--- src/rtl/shift_pattern_gen.sv ---
// Multi-mode shift-register pattern generator: ring, Johnson, LFSR, ping-pong.
// Prescaled stepping, parallel load, registered tick/wrap pulses.
module shift_pattern_gen #(
  parameter int WIDTH = 8,
  parameter int PRESC_W = 4,
  parameter logic [WIDTH-1:0] LFSR_TAPS = 'hB8
) (
  input  logic               clk,
  input  logic               rst,
  input  logic               en,
  input  logic [1:0]         mode,
  input  logic               dir,
  input  logic [PRESC_W-1:0] div,
  input  logic               load,
  input  logic [WIDTH-1:0]   load_val,
  output logic [WIDTH-1:0]   out,
  output logic               tick,
  output logic               wrap
);

  typedef enum logic [1:0] {
    M_RING = 2'd0,
    M_JOHN = 2'd1,
    M_LFSR = 2'd2,
    M_PP   = 2'd3
  } mode_e;

  mode_e              mode_q;
  logic [PRESC_W-1:0] presc;
  logic               pp_dir;
  logic [WIDTH-1:0]   nxt;
  logic [WIDTH-1:0]   seed;
  logic               recover;
  logic               pp_nxt;
  logic               step_hit;

  assign step_hit = en && (presc == div);

  always_comb begin
    seed    = (mode_q == M_JOHN) ? '0 : WIDTH'(1);
    recover = (mode_q != M_JOHN) && (out == '0);
    nxt     = out;
    pp_nxt  = pp_dir;
    if (recover) begin
      nxt = WIDTH'(1);
    end else begin
      unique case (mode_q)
        M_RING: nxt = dir ? {out[WIDTH-2:0], out[WIDTH-1]}
                          : {out[0], out[WIDTH-1:1]};
        M_JOHN: nxt = dir ? {out[WIDTH-2:0], ~out[WIDTH-1]}
                          : {~out[0], out[WIDTH-1:1]};
        M_LFSR: nxt = {out[WIDTH-2:0], ^(out & LFSR_TAPS)};
        M_PP:   nxt = pp_dir ? {out[WIDTH-2:0], 1'b0}
                             : {1'b0, out[WIDTH-1:1]};
        default: nxt = out;
      endcase
    end
    // bounce when the pattern reaches the far end
    if (mode_q == M_PP) begin
      if (pp_dir && nxt[WIDTH-1]) begin
        pp_nxt = 1'b0;
      end else if (!pp_dir && nxt[0]) begin
        pp_nxt = 1'b1;
      end
    end
  end

  always_ff @(posedge clk or negedge rst) begin
    if (!rst) begin
      out    <= '0;
      presc  <= '0;
      mode_q <= M_RING;
      pp_dir <= 1'b1;
      tick   <= 1'b0;
      wrap   <= 1'b0;
    end else begin
      tick <= 1'b0;
      wrap <= 1'b0;
      if (mode != mode_q) begin
        mode_q <= mode_e'(mode);
        out    <= '0;
        presc  <= '0;
        pp_dir <= 1'b1;
      end else if (load) begin
        out   <= load_val;
        presc <= '0;
      end else if (step_hit) begin
        out    <= nxt;
        presc  <= '0;
        pp_dir <= pp_nxt;
        tick   <= 1'b1;
        wrap   <= !recover && (nxt == seed);
      end else if (en) begin
        presc <= presc + 1'b1;
      end
    end
  end

endmodule

--- config.mk ---
export PLATFORM = sky130hd
export DESIGN_NAME = shift_pattern_gen
export DESIGN_NICKNAME = d
export VERILOG_FILES = /design/src/rtl/shift_pattern_gen.sv
export SDC_FILE = /design/constraint.sdc
export NUM_CORES = 1
export LEC_CHECK = 0
export ABC_CLOCK_PERIOD_IN_PS = 1800
export BUFFER_PORTS_ARGS = -buffer_cell sky130_fd_sc_hd__buf_2
export CORE_ASPECT_RATIO = 0.75
export CORE_MARGIN = 2
export CORE_UTILIZATION = 47
export CTS_CLUSTER_DIAMETER = 80
export CTS_CLUSTER_SIZE = 30
export DETAILED_ROUTE_END_ITERATION = 7
export PLACE_DENSITY = 0.75
export SLEW_MARGIN = 0
export SYNTH_ARGS = -nofsm -noshare
export SYNTH_HDL_FRONTEND = slang
export SYNTH_SLANG_ARGS = --single-unit
--- constraint.sdc ---
create_clock -name clk -period 1.8 [get_ports clk]
set_input_delay 0.09 -clock clk [delete_from_list [all_inputs] [get_ports clk]]
set_output_delay 0.09 -clock clk [all_outputs]
set_load 0.01 [all_outputs]
## Yosys cells after proc, flatten, opt, wreduce, memory -nomap -nowiden

Index checks and enable logic that the tools add are counted.
Widths: inputs -> output; s select.

- Register bits: 17
- Output and inout bits: 10

- Reductions and logical operators: 16
- Eq/ne operators: 8
- Bitwise logic cells: 2
- Add/sub/neg operators: 1
- Multiplexer cells: 25

Operator list:

| operator | number |
|---|---|
| $mux 8 | 7 |
| $pmux 8 s4 | 1 |
| $mux 4 | 4 |
| $mux 1 | 13 |
| $eq 8x1->1 | 1 |
| $logic_not 8->1 | 1 |
| $reduce_xor 8->1 | 1 |
| $reduce_bool 3->1 | 2 |
| $logic_and 1x1->1 | 5 |
| $add 4x1->4 const B | 1 |
| $eq 2x2->1 const B | 2 |
| $eq 4x4->1 | 1 |
| $ne 2x1->1 const B | 2 |
| $reduce_and 4->1 | 1 |
| $reduce_bool 2->1 | 2 |
| $reduce_bool 4->1 | 1 |
| $eq 2x1->1 const B | 1 |
| $logic_not 1->1 | 2 |
| $logic_not 2->1 | 1 |
| $ne 2x2->1 | 1 |
| $not 1->1 | 2 |

## Depth between registers and ports, before layout

- Word-level depth: 11
- Depth in mapped cells: 7
- Depth with buffers taken out: 7

## Worst setup path after synthesis

No wires, ideal clock.

- Kind: register to register
- From: register out[4]
- To: register pp_dir
- Setup time: 77 ps
- Cell stages (with the launch flop): 8
- Setup slack: -58 ps
- Data arrival time: 1781 ps
- Path buffers: 0
- Clock period less this slack: 1858 ps
- Cells stage by stage: dfrtp_1 inv_1 ha_1 xor3_1 a21oi_1 o211ai_1 a31o_1 a21o_1

- Cells in the longest elaborated chain, start to end: 9
- Elaborated cells between the ends (all ways): 14
- Classes of those cells: mux (7); reduce/logical (7)

RTL lines:

| what | RTL line | source |
|---|---|---|
| start: declaration | 16 | `output logic [WIDTH-1:0] out,` |
| start signal: assignment | 85 | `out <= load_val;` |
| start signal: assignment | 88 | `out <= nxt;` |
| $logic_not 8->1 | 41 | `recover = (mode_q != M_JOHN) && (out == '0);` |
| $logic_and 1x1->1 | 41 |  |
| $mux 8 (*) | 44 | `if (recover) begin` |
| $logic_and 1x1->1 | 60 | `if (pp_dir && nxt[WIDTH-1]) begin` |
| $mux 1 | 60 |  |
| $mux 1 | 59 | `if (mode_q == M_PP) begin` |
| $mux 1 | 87 | `end else if (step_hit) begin` |
| $mux 1 | 84 | `end else if (load) begin` |
| $mux 1 | 79 | `if (mode != mode_q) begin` |
| end signal: assignment | 90 | `pp_dir <= pp_nxt;` |
| end: declaration | 30 | `logic pp_dir;` |

Mark *: on every way between the ends. The rest lies on a longest branch, timed or not. The select of a mux whose other input is x is not followed.
A chain may end at the register's enable or synchronous reset.

## Worst setup path after layout

- From: register presc[0]
- To: register out[7]

- Cells in the longest elaborated chain, start to end: 3

RTL lines:

| what | RTL line | source |
|---|---|---|
| start: declaration | 29 | `logic [PRESC_W-1:0] presc;` |
| start signal: assignment | 94 | `presc <= presc + 1'b1;` |
| $eq 4x4->1 | 37 | `assign step_hit = en && (presc == div);` |
| $logic_and 1x1->1 | 37 |  |
| $reduce_bool 3->1 (no source line) | - |  |

No other way between the ends.

==> results.yml <==
run_status:
  status: "finished clean"
global_route:
  antenna_found_initial: 0
  grt_pass1_wl_um: 4830
  gr-usage-all-layers_pct: 22.6
  grt_max_degree: 18
  grt_pass1_vias: 1057
  overflow: 0
sta:
  fmax_mhz: 585
  rsz0062_at_grt: "true"
  worstMarginPinSlew_ns: 0.411
  clock_skew_ns: 0.00717
  hold_viol: 0
  setup_viol_count_final: 0
  finalCriticalPeriod_ns: 1.71
  fin_crit_sh_pct: 94.9
  slew_headroom_pct: 72.6
  final-max-slew-violation-count: 0
  layout_setup_ws_ns: 0.0914
setup_path:
  crit_type: "reg2reg"
  cp-end-kind: "register"
  max_stage_delay_ns: 0.45
  path_max_fanout: 10
  worstSetupStartpointType: "register"
  cp.arrival_ns: 1.95
  crit_slowest_cell: "dfrtp_1"
  path_cells: "xnor2_1 -> nand3_1 -> or2_2 -> o211ai_1 -> o2111a_1"
  ff2ff_setup_slack_ns: 0.09
  cp.required_ns: 2.04
cts:
  cts_tree: "done"
  numCtsBuffers: 3
  root_buffer: "clkbuf_4"
  path_clk_slew_ns: 0.10
  clkLatencyLatePin_ns: 0.29
  post_cts_buffers: 0
  cts_buffer_depth: 2
  cts_sinks: 17
  htreeDepth: 1
floorplan:
  die-area_sq_um: 2920
  coreArea_sq_um: 2330
  rows: 15
  die_x_um: 61.7
  start_util_pct: 50.5
  dieHeight_um: 47.3
  pin_count: 29
layout:
  finalInstanceArea_sq_um: 1450
  multi_input_area_sq_um: 674
  seq_area_sq_um: 428
  antenna_cells: 0
  fillers: 217
  drive_above_1_share_pct: 34.4
  synthToLayoutAreaGrowth_pct: 23.1
  nNetsFinal: 185
power:
  power_density_nw_per_um2: 597
  p_leak_nw: 0.668
  vdd_drop_max_mv: 0.424
synthesis:
  synth_top_area_cell: "dfrtp_1"
  synth_edf_count: 0
  synth_cells: 126
  ys_top_cells_by_count: "16 x dfrtp_1, 15 x nor2_1, 10 x nand2_1, 8 x inv_1"
  synth_area_leaders: "dfrtp_1 34%, mux2_2 6.7%, xnor2_1 5.2%"
  yosysMostFrequentCell: "dfrtp_1"
  synth_seq_area_share_pct: 36.3
  synth_area_sq_um: 1170
  synth.avg_cell_area_sq_um: 9.32
  ys_ff_latch: 17
  synth_top_area_share_pct: 34.1
  synth-main-ff-cell: "dfrtp_1"
  async_reset_ff_share_pct: 100
  ys_types: 39
  synth.net_count: 147
  yosysWarningCount: 0
detailed_routing:
  avgViaCountPerCell: 5.38
  dr.pass1.iters: 4
  wl_um: 2930
  drtIter0Drc: 102
  vias: 1060
  drtAntennaViolNets: 0
  wl_per_cell_um: 14.9
  drc: 0
placement:
  port_buffers: 28
  placed_area_sq_um: 1390
  hpwl_um: 2200
  place_congestion: 0.947
  dp_slack_ns: 0.0931
worst_hold_path:
  hold_path_class: "in2reg"
run:
  cap_violations: 0
sequential cells by signal, indices dropped and copies added (netlist names):
signal	flops
presc	4
pp_dir	1
wrap	1
mode_q	2
out	8
tick	1
layer usage:
metal  wire (um)  share of wire [%]  global-route usage (%)
met1        1430                 49                    31.7
met2        1290                 44                    36.0
met3         178                6.1                    5.51
met4          36                1.2                    4.26
met5           0                  0                       0
report_power, final:
group	total, mW	switching, mW	internal [mW]
combinational	0.237	0.122	0.115
sequential	0.416	0.0203	0.396
clock	0.210	0.124	0.0862
final cells by class:
type	instances	share of cell area, %
Tap cell	34	2.94
Sequential cell	17	29.6
Timing Repair Buffer	41	17.0
Inverter	8	2.08
Multi-Input combinational cell	93	46.6
Clock buffer	4	1.82
placed cells by master, fill, tap and decap left out, drive strengths merged, types with 2 or more instances in the layout:
master       netlist  final
buf                3     38
nor2              16     16
dfrtp             16     16
nand2             10     10
inv                8      8
mux2               8      8
xnor2              7      7
nand3              7      7
a21oi              7      7
a221oi             4      4
clkbuf             5      4
mux2i              3      3
xor2               3      3
o211ai             3      3
dlygate4sd3        0      3
o21bai             2      2
nor4               2      2
o21ai              2      2
o32ai              2      2
nand4              2      2
ha                 2      2
cell families after synthesis:
kind of cell | after synthesis | share of synthesized area (%)
multiplexers | 11 | 10.5
AO/OA/AOI/OAI | 28 | 19.4
flip-flops | 17 | 36.3
buffers and inverters | 16 | 6.28
XOR/XNOR | 11 | 9.48
AND/OR/NAND/NOR | 41 | 15.9
adder cells (fa/ha/maj) | 2 | 2.13
worst max-delay path, delay by kind of cell (launching register included):
| family | cells | cell delay (ns) |
|---|---|---|
| AND/OR/NAND/NOR | 2 | 0.61 |
| flip-flops | 1 | 0.45 |
| AO/OA/AOI/OAI | 2 | 0.43 |
| XOR/XNOR | 1 | 0.17 |
stage by stage:
stage	TNS [ns]	cells	utilization [%]	hold slack [ns]	power [mW]
after floorplan	0	126	-	-0.206	0.563
after global placement	0	190	59.7	0.0292	0.647
after detailed placement	0	190	59.7	0.0420	0.653
after CTS	0	197	62.1	0.0316	0.869
after global routing	-0.106	197	62.2	0.0332	0.913
final	0	197	62.2	0.0430	0.863
path summary, 6_finish.rpt:
check | start | endpoint | cells after the start
setup / recovery | presc[0] | out[7] | 5
hold reg to reg | presc[3] | presc[3] | 2
setup reg to reg | presc[0] | out[7] | 5
max in group asynchronous | rst | pp_dir | 2
hold / removal | load_val[3] | out[3] | 3
min in group asynchronous | rst | presc[2] | 2
repair_timing:
action                                 CTS  global route
gates resized for setup                  0             1
setup endpoints to repair                0             4
hold buffers                             3             0
endpoints found under the hold margin   18             0
(Power assumes the default switching activity.)
